$ cat src/rtl/pong_pkg.sv
// Shared definitions for the Pong round sequencer: FSM state encoding and
// side constants used for serve direction and winner.
package pong_pkg;

  typedef enum logic [2:0] {
    IDLE  = 3'd0,
    SERVE = 3'd1,
    PLAY  = 3'd2,
    POINT = 3'd3,
    OVER  = 3'd4
  } state_t;

  localparam logic LEFT  = 1'b0;
  localparam logic RIGHT = 1'b1;

  // The next game is served toward the side that lost the previous one.
  function automatic logic loser_side(input logic winner_side);
    return ~winner_side;
  endfunction

endpackage

$ cat src/rtl/score_counter.sv
// Per-player score register: synchronous clear has priority over increment.
module score_counter #(
  parameter int SW = 4
) (
  input  logic          clk,
  input  logic          reset,
  input  logic          clr,
  input  logic          inc,
  output logic [SW-1:0] score
);

  logic [SW-1:0] score_r;

  // Score register with async reset, sync clear and increment.
  always_ff @(posedge clk or posedge reset) begin
    if (reset) begin
      score_r <= {SW{1'b0}};
    end else if (clr) begin
      score_r <= {SW{1'b0}};
    end else if (inc) begin
      score_r <= score_r + SW'(1);
    end else begin
      score_r <= score_r;
    end
  end

  assign score = score_r;

endmodule

$ cat src/rtl/pong_round_ctrl.sv
// Round/serve sequencer: centres the ball before each serve, releases it for
// play, converts paddle misses into points and declares the game winner.
module pong_round_ctrl
  import pong_pkg::*;
#(
  parameter int SERVE_FRAMES = 60,
  parameter int WIN_SCORE    = 7,
  parameter int SW           = 4
) (
  input  logic          clk,
  input  logic          reset,
  input  logic          frame_tick,
  input  logic          start,
  input  logic          miss_left,
  input  logic          miss_right,
  output logic          ball_en,
  output logic          ball_center,
  output logic          serve_dir,
  output logic [SW-1:0] score_left,
  output logic [SW-1:0] score_right,
  output logic          point,
  output logic          game_over,
  output logic          winner,
  output logic [2:0]    state
);

  localparam int CW = (SERVE_FRAMES > 1) ? $clog2(SERVE_FRAMES) : 1;
  localparam logic [CW-1:0] LAST_FRAME  = CW'(SERVE_FRAMES - 1);
  localparam logic [SW-1:0] WIN_MINUS_1 = SW'(WIN_SCORE - 1);

  state_t        state_r;
  state_t        state_next_s;
  logic [CW-1:0] cnt_r;
  logic [CW-1:0] cnt_next_s;
  logic          serve_dir_r;
  logic          dir_next_s;
  logic          winner_r;
  logic          winner_next_s;
  logic          ball_en_r;
  logic          ball_center_r;
  logic          point_r;
  logic          game_over_r;
  logic          clr_s;
  logic          inc_left_s;
  logic          inc_right_s;

  // Next-state, serve counter, direction/winner and score control decode.
  always_comb begin
    state_next_s  = state_r;
    cnt_next_s    = cnt_r;
    dir_next_s    = serve_dir_r;
    winner_next_s = winner_r;
    clr_s         = 1'b0;
    inc_left_s    = 1'b0;
    inc_right_s   = 1'b0;
    case (state_r)
      IDLE: begin
        if (start) begin
          state_next_s = SERVE;
          cnt_next_s   = {CW{1'b0}};
          clr_s        = 1'b1;
        end else begin
          state_next_s = IDLE;
        end
      end
      SERVE: begin
        if (frame_tick) begin
          if (cnt_r == LAST_FRAME) begin
            state_next_s = PLAY;
            cnt_next_s   = {CW{1'b0}};
          end else begin
            cnt_next_s   = cnt_r + CW'(1);
          end
        end else begin
          cnt_next_s = cnt_r;
        end
      end
      PLAY: begin
        // Simultaneous misses are a replay; a tick coinciding with a miss is dropped.
        if (miss_left && miss_right) begin
          state_next_s = SERVE;
        end else if (miss_left) begin
          inc_right_s = 1'b1;
          dir_next_s  = LEFT;
          if (score_right == WIN_MINUS_1) begin
            state_next_s  = OVER;
            winner_next_s = RIGHT;
          end else begin
            state_next_s  = POINT;
          end
        end else if (miss_right) begin
          inc_left_s = 1'b1;
          dir_next_s = RIGHT;
          if (score_left == WIN_MINUS_1) begin
            state_next_s  = OVER;
            winner_next_s = LEFT;
          end else begin
            state_next_s  = POINT;
          end
        end else begin
          state_next_s = PLAY;
        end
      end
      POINT: begin
        state_next_s = SERVE;
      end
      OVER: begin
        if (start) begin
          state_next_s  = SERVE;
          cnt_next_s    = {CW{1'b0}};
          clr_s         = 1'b1;
          dir_next_s    = loser_side(winner_r);
          winner_next_s = LEFT;
        end else begin
          state_next_s = OVER;
        end
      end
      default: begin
        state_next_s = IDLE;
        cnt_next_s   = {CW{1'b0}};
      end
    endcase
  end

  // State, counter and registered output flags, derived from the next state.
  always_ff @(posedge clk or posedge reset) begin
    if (reset) begin
      state_r       <= IDLE;
      cnt_r         <= {CW{1'b0}};
      serve_dir_r   <= LEFT;
      winner_r      <= LEFT;
      ball_en_r     <= 1'b0;
      ball_center_r <= 1'b1;
      point_r       <= 1'b0;
      game_over_r   <= 1'b0;
    end else begin
      state_r       <= state_next_s;
      cnt_r         <= cnt_next_s;
      serve_dir_r   <= dir_next_s;
      winner_r      <= winner_next_s;
      ball_en_r     <= (state_next_s == PLAY);
      ball_center_r <= (state_next_s != PLAY);
      point_r       <= (state_next_s == POINT);
      game_over_r   <= (state_next_s == OVER);
    end
  end

  score_counter #(.SW(SW)) u_score_left (
    .clk   (clk),
    .reset (reset),
    .clr   (clr_s),
    .inc   (inc_left_s),
    .score (score_left)
  );

  score_counter #(.SW(SW)) u_score_right (
    .clk   (clk),
    .reset (reset),
    .clr   (clr_s),
    .inc   (inc_right_s),
    .score (score_right)
  );

  assign ball_en     = ball_en_r;
  assign ball_center = ball_center_r;
  assign serve_dir   = serve_dir_r;
  assign point       = point_r;
  assign game_over   = game_over_r;
  assign winner      = winner_r;
  assign state       = state_r;

endmodule

$ cat config.mk
export PLATFORM = sky130hd
export DESIGN_NAME = pong_round_ctrl
export DESIGN_NICKNAME = d
export VERILOG_FILES = /design/src/rtl/pong_pkg.sv /design/src/rtl/score_counter.sv /design/src/rtl/pong_round_ctrl.sv
export SDC_FILE = /design/constraint.sdc
export NUM_CORES = 1
export LEC_CHECK = 0
export BUFFER_PORTS_ARGS = -buffer_cell sky130_fd_sc_hd__clkbuf_2
export CAP_MARGIN = 40
export CORE_ASPECT_RATIO = 0.6
export CORE_MARGIN = 2
export CORE_UTILIZATION = 51
export CTS_BUF_LIST = sky130_fd_sc_hd__clkbuf_2 sky130_fd_sc_hd__clkbuf_4 sky130_fd_sc_hd__clkbuf_8
export DETAILED_ROUTE_END_ITERATION = 10
export PLACE_DENSITY = 0.75
export SLEW_MARGIN = 20
export SYNTH_ARGS = -nofsm -noshare
export SYNTH_HDL_FRONTEND = slang
export SYNTH_HIERARCHICAL = 1
export SYNTH_SLANG_ARGS = --single-unit
export TNS_END_PERCENT = 50
$ cat constraint.sdc
create_clock -name clk -period 3.7 [get_ports clk]
set_input_delay 0.37 -clock clk [delete_from_list [all_inputs] [get_ports clk]]
set_output_delay 0.37 -clock clk [all_outputs]
set_load 0.02 [all_outputs]
==> reports/qor.csv <==
metric,value,unit
fin crit share,55.70,%
number of synthesized register bits,23,
RSZ-0062 raised after global routing,no,
async set-reset flop share out of synthesis,100.0,%
"EDFF count, synth",0,
crit path max fanout,10,
setup bufs post-CTS,0,
DR vias,1078,
Die Span Y,43.43,um
P_leak,0.0007102,uW
routed len/inst,15.96,um
Syn Area/Cell,10.40,um^2
clk_lat worst skew,0.27,ns
Placed Area,1434,um^2
fill cell count,224,
FP Rows,14,
Max Slew Vio Count,0,
Die ar.,3027,um^2
Initial Utilization,53.12,%
sequential area share after synthesis,43.66,%
crit path max-delay cell type,or3b_1,
CP Data Arrival Time,2.21,ns
Final TNS setup,0,ns
Synth Flop Type,dfrtp_1,
status,finished clean,
DRT Pass-1 Iters,4,
Num CTS Buffers,3,
H-tree Lvls,1,
Mapped Cells,127,
HPWL after DPL,2.124,mm
Sink Count,23,
Ports,23,
worst slack at placement,1.687,ns
ANT nets after route,0,
max_cap viols,0,
hold buffers post-CTS,1,
f_max,485.2,MHz
synth top area cells,"dfrtp_1 42%, nor2_1 3.7%, ha_1 2.8%, nand2b_1 2.8%, mux2i_1 2.3%",
Final WS setup,1.639,ns
CORE AREA,2487,um^2
CTS root buf,clkbuf_8,
NumNets Final,159,
Clock Tree Buf Depth,2,
initial antenna violation count,0,
Worst Path Buf+Inv,0,
PostCTS Resize Cnt,0,
layout cells sized above 1,28.19,%
# diodes,0,
"Cell Chain, Critical Path","or3b_1, nor2_1, nand4_1, mux2_4",
Hold Path Stages,3,
Fin. Hold Viols,0,
largest net degree at the start of global routing,16,
Synth warnings,6,
Iteration-0 DRC Markers,112,
clk slew on worst S/H paths,0.08,ns
CTS tree,yes,
Worst VDD drop,169.1,uV
Via-to-Cell Ratio,5.956,
syn_nets,136,
min cycle time layout,2.061,ns
Slew headroom,47.75,%
final WL,2.888,mm
most frequent cells in the layout,"22 x dfrtp_1, 22 x clkbuf_2, 13 x nor2_1",
Critical Path RT,3.85,ns
post-synth top area cell,dfrtp_1,
first-pass GRT wire length,4.802,mm
critical path type,register to register,
Remaining DRCs,0,
"Largest stage delay, worst path",0.54,ns
startpoint types,register,
die width,69.71,um
RePlAce Congestion,0.8404,
grt ovf,0,
Mapped Area,1321,um^2
library cells used by synthesis,47,
worst-margin pin slew,0.7778,ns
design area,1493,um^2
Worst Skew,0.008269,ns
PortBufs,22,
FF-to-FF path depth,4,
P&R area growth vs syn,12.97,%
Hold WS,0.3985,ns
WP depth,4,
GRT Total Usage,20.30,%
cell family with most CP delay,simple AND/OR/NAND/NOR gates,
Pwr Density,443.5,nW/um^2
hold crit path type,primary input to register,
Yosys top cell area share,41.67,%
vias in the first global route,1005,
Setup-failing EPs final,0,
CP Capture Type,register,
## worst register-to-register path: stages, from the launching register on
cell,delay (ns)
dfrtp_1,0.48
or3b_1,0.54
nor2_1,0.42
nand4_1,0.18
mux2_4,0.32
## state kept, by name, indices dropped and copies added (netlist names)
register	flops
ball_center	1
ball_en	1
cnt_r	6
game_over	1
point	1
serve_dir	1
state	3
u_score_left/score	4
u_score_right/score	4
winner	1
## synth_stat cells (all sizes together), types with 3 or more instances
cell type,count
nor2,14
nand2,4
ha,3
mux2i,3
a31oi,3
a21oi,5
mux2,4
inv,6
nor3,5
buf,5
o31ai,4
nand2b,6
dfrtp,22
nand4,4
nand3b,3
## logic make-up after synthesis
family,synth area share [%]
multiplexers,6.250
XOR/XNOR,1.326
flip-flops,43.66
adder cells (fa/ha/maj),2.841
AND/OR/NAND/NOR,24.91
buffers and inverters,4.545
AO/OA/AOI/OAI,16.48
## path summary, 6_finish.rpt
check / start / end / slack (ns)
max: state[2] / u_score_left/score[3] / 1.64
min: frame_tick / cnt_r[4] / 0.40
max reg2reg: state[2] / u_score_left/score[3] / 1.64
min reg2reg: serve_dir / serve_dir / 0.50
max in group asynchronous: reset / state[1] / 2.59
min in group asynchronous: reset / u_score_left/score[1] / 0.54
## layout make-up
type	count	area, um^2	share of cell area (%)
Multi-Input combinational cell	93	684.4	45.85
Inverter	6	22.52	1.509
Sequential cell	23	576.8	38.64
Timing Repair Buffer	23	120.1	8.047
Tap cell	32	40.04	2.682
Clock buffer	4	48.80	3.269
## metal layers
metal / vias to the layer above / GRT usage, % / wire length (um)
li1: 508 / - / -
met1: 523 / 30.01 / 1432
met2: 45 / 30.58 / 1236
met3: 2 / 4.651 / 198
met4: 0 / 5.385 / 21
met5: - / 0 / 0
## power by group
group          leakage (uW)  switching (uW)  internal (uW)
combinational      0.000387            84.0           73.5
sequential         0.000297            53.0            287
clock             0.0000262            80.6           84.3
## per-stage QoR
stage / cells / power (uW) / util, %
after detailed placement: 176 / 498.6 / 57.65
after global routing: 181 / 704.6 / 60.01
after global placement: 176 / 489.9 / 57.65
after floorplan: 127 / 457.3 / -
after CTS: 181 / 661.8 / 60.01
final: 181 / 661.9 / 60.01
Note: power is estimated with default switching activity, not from simulation.
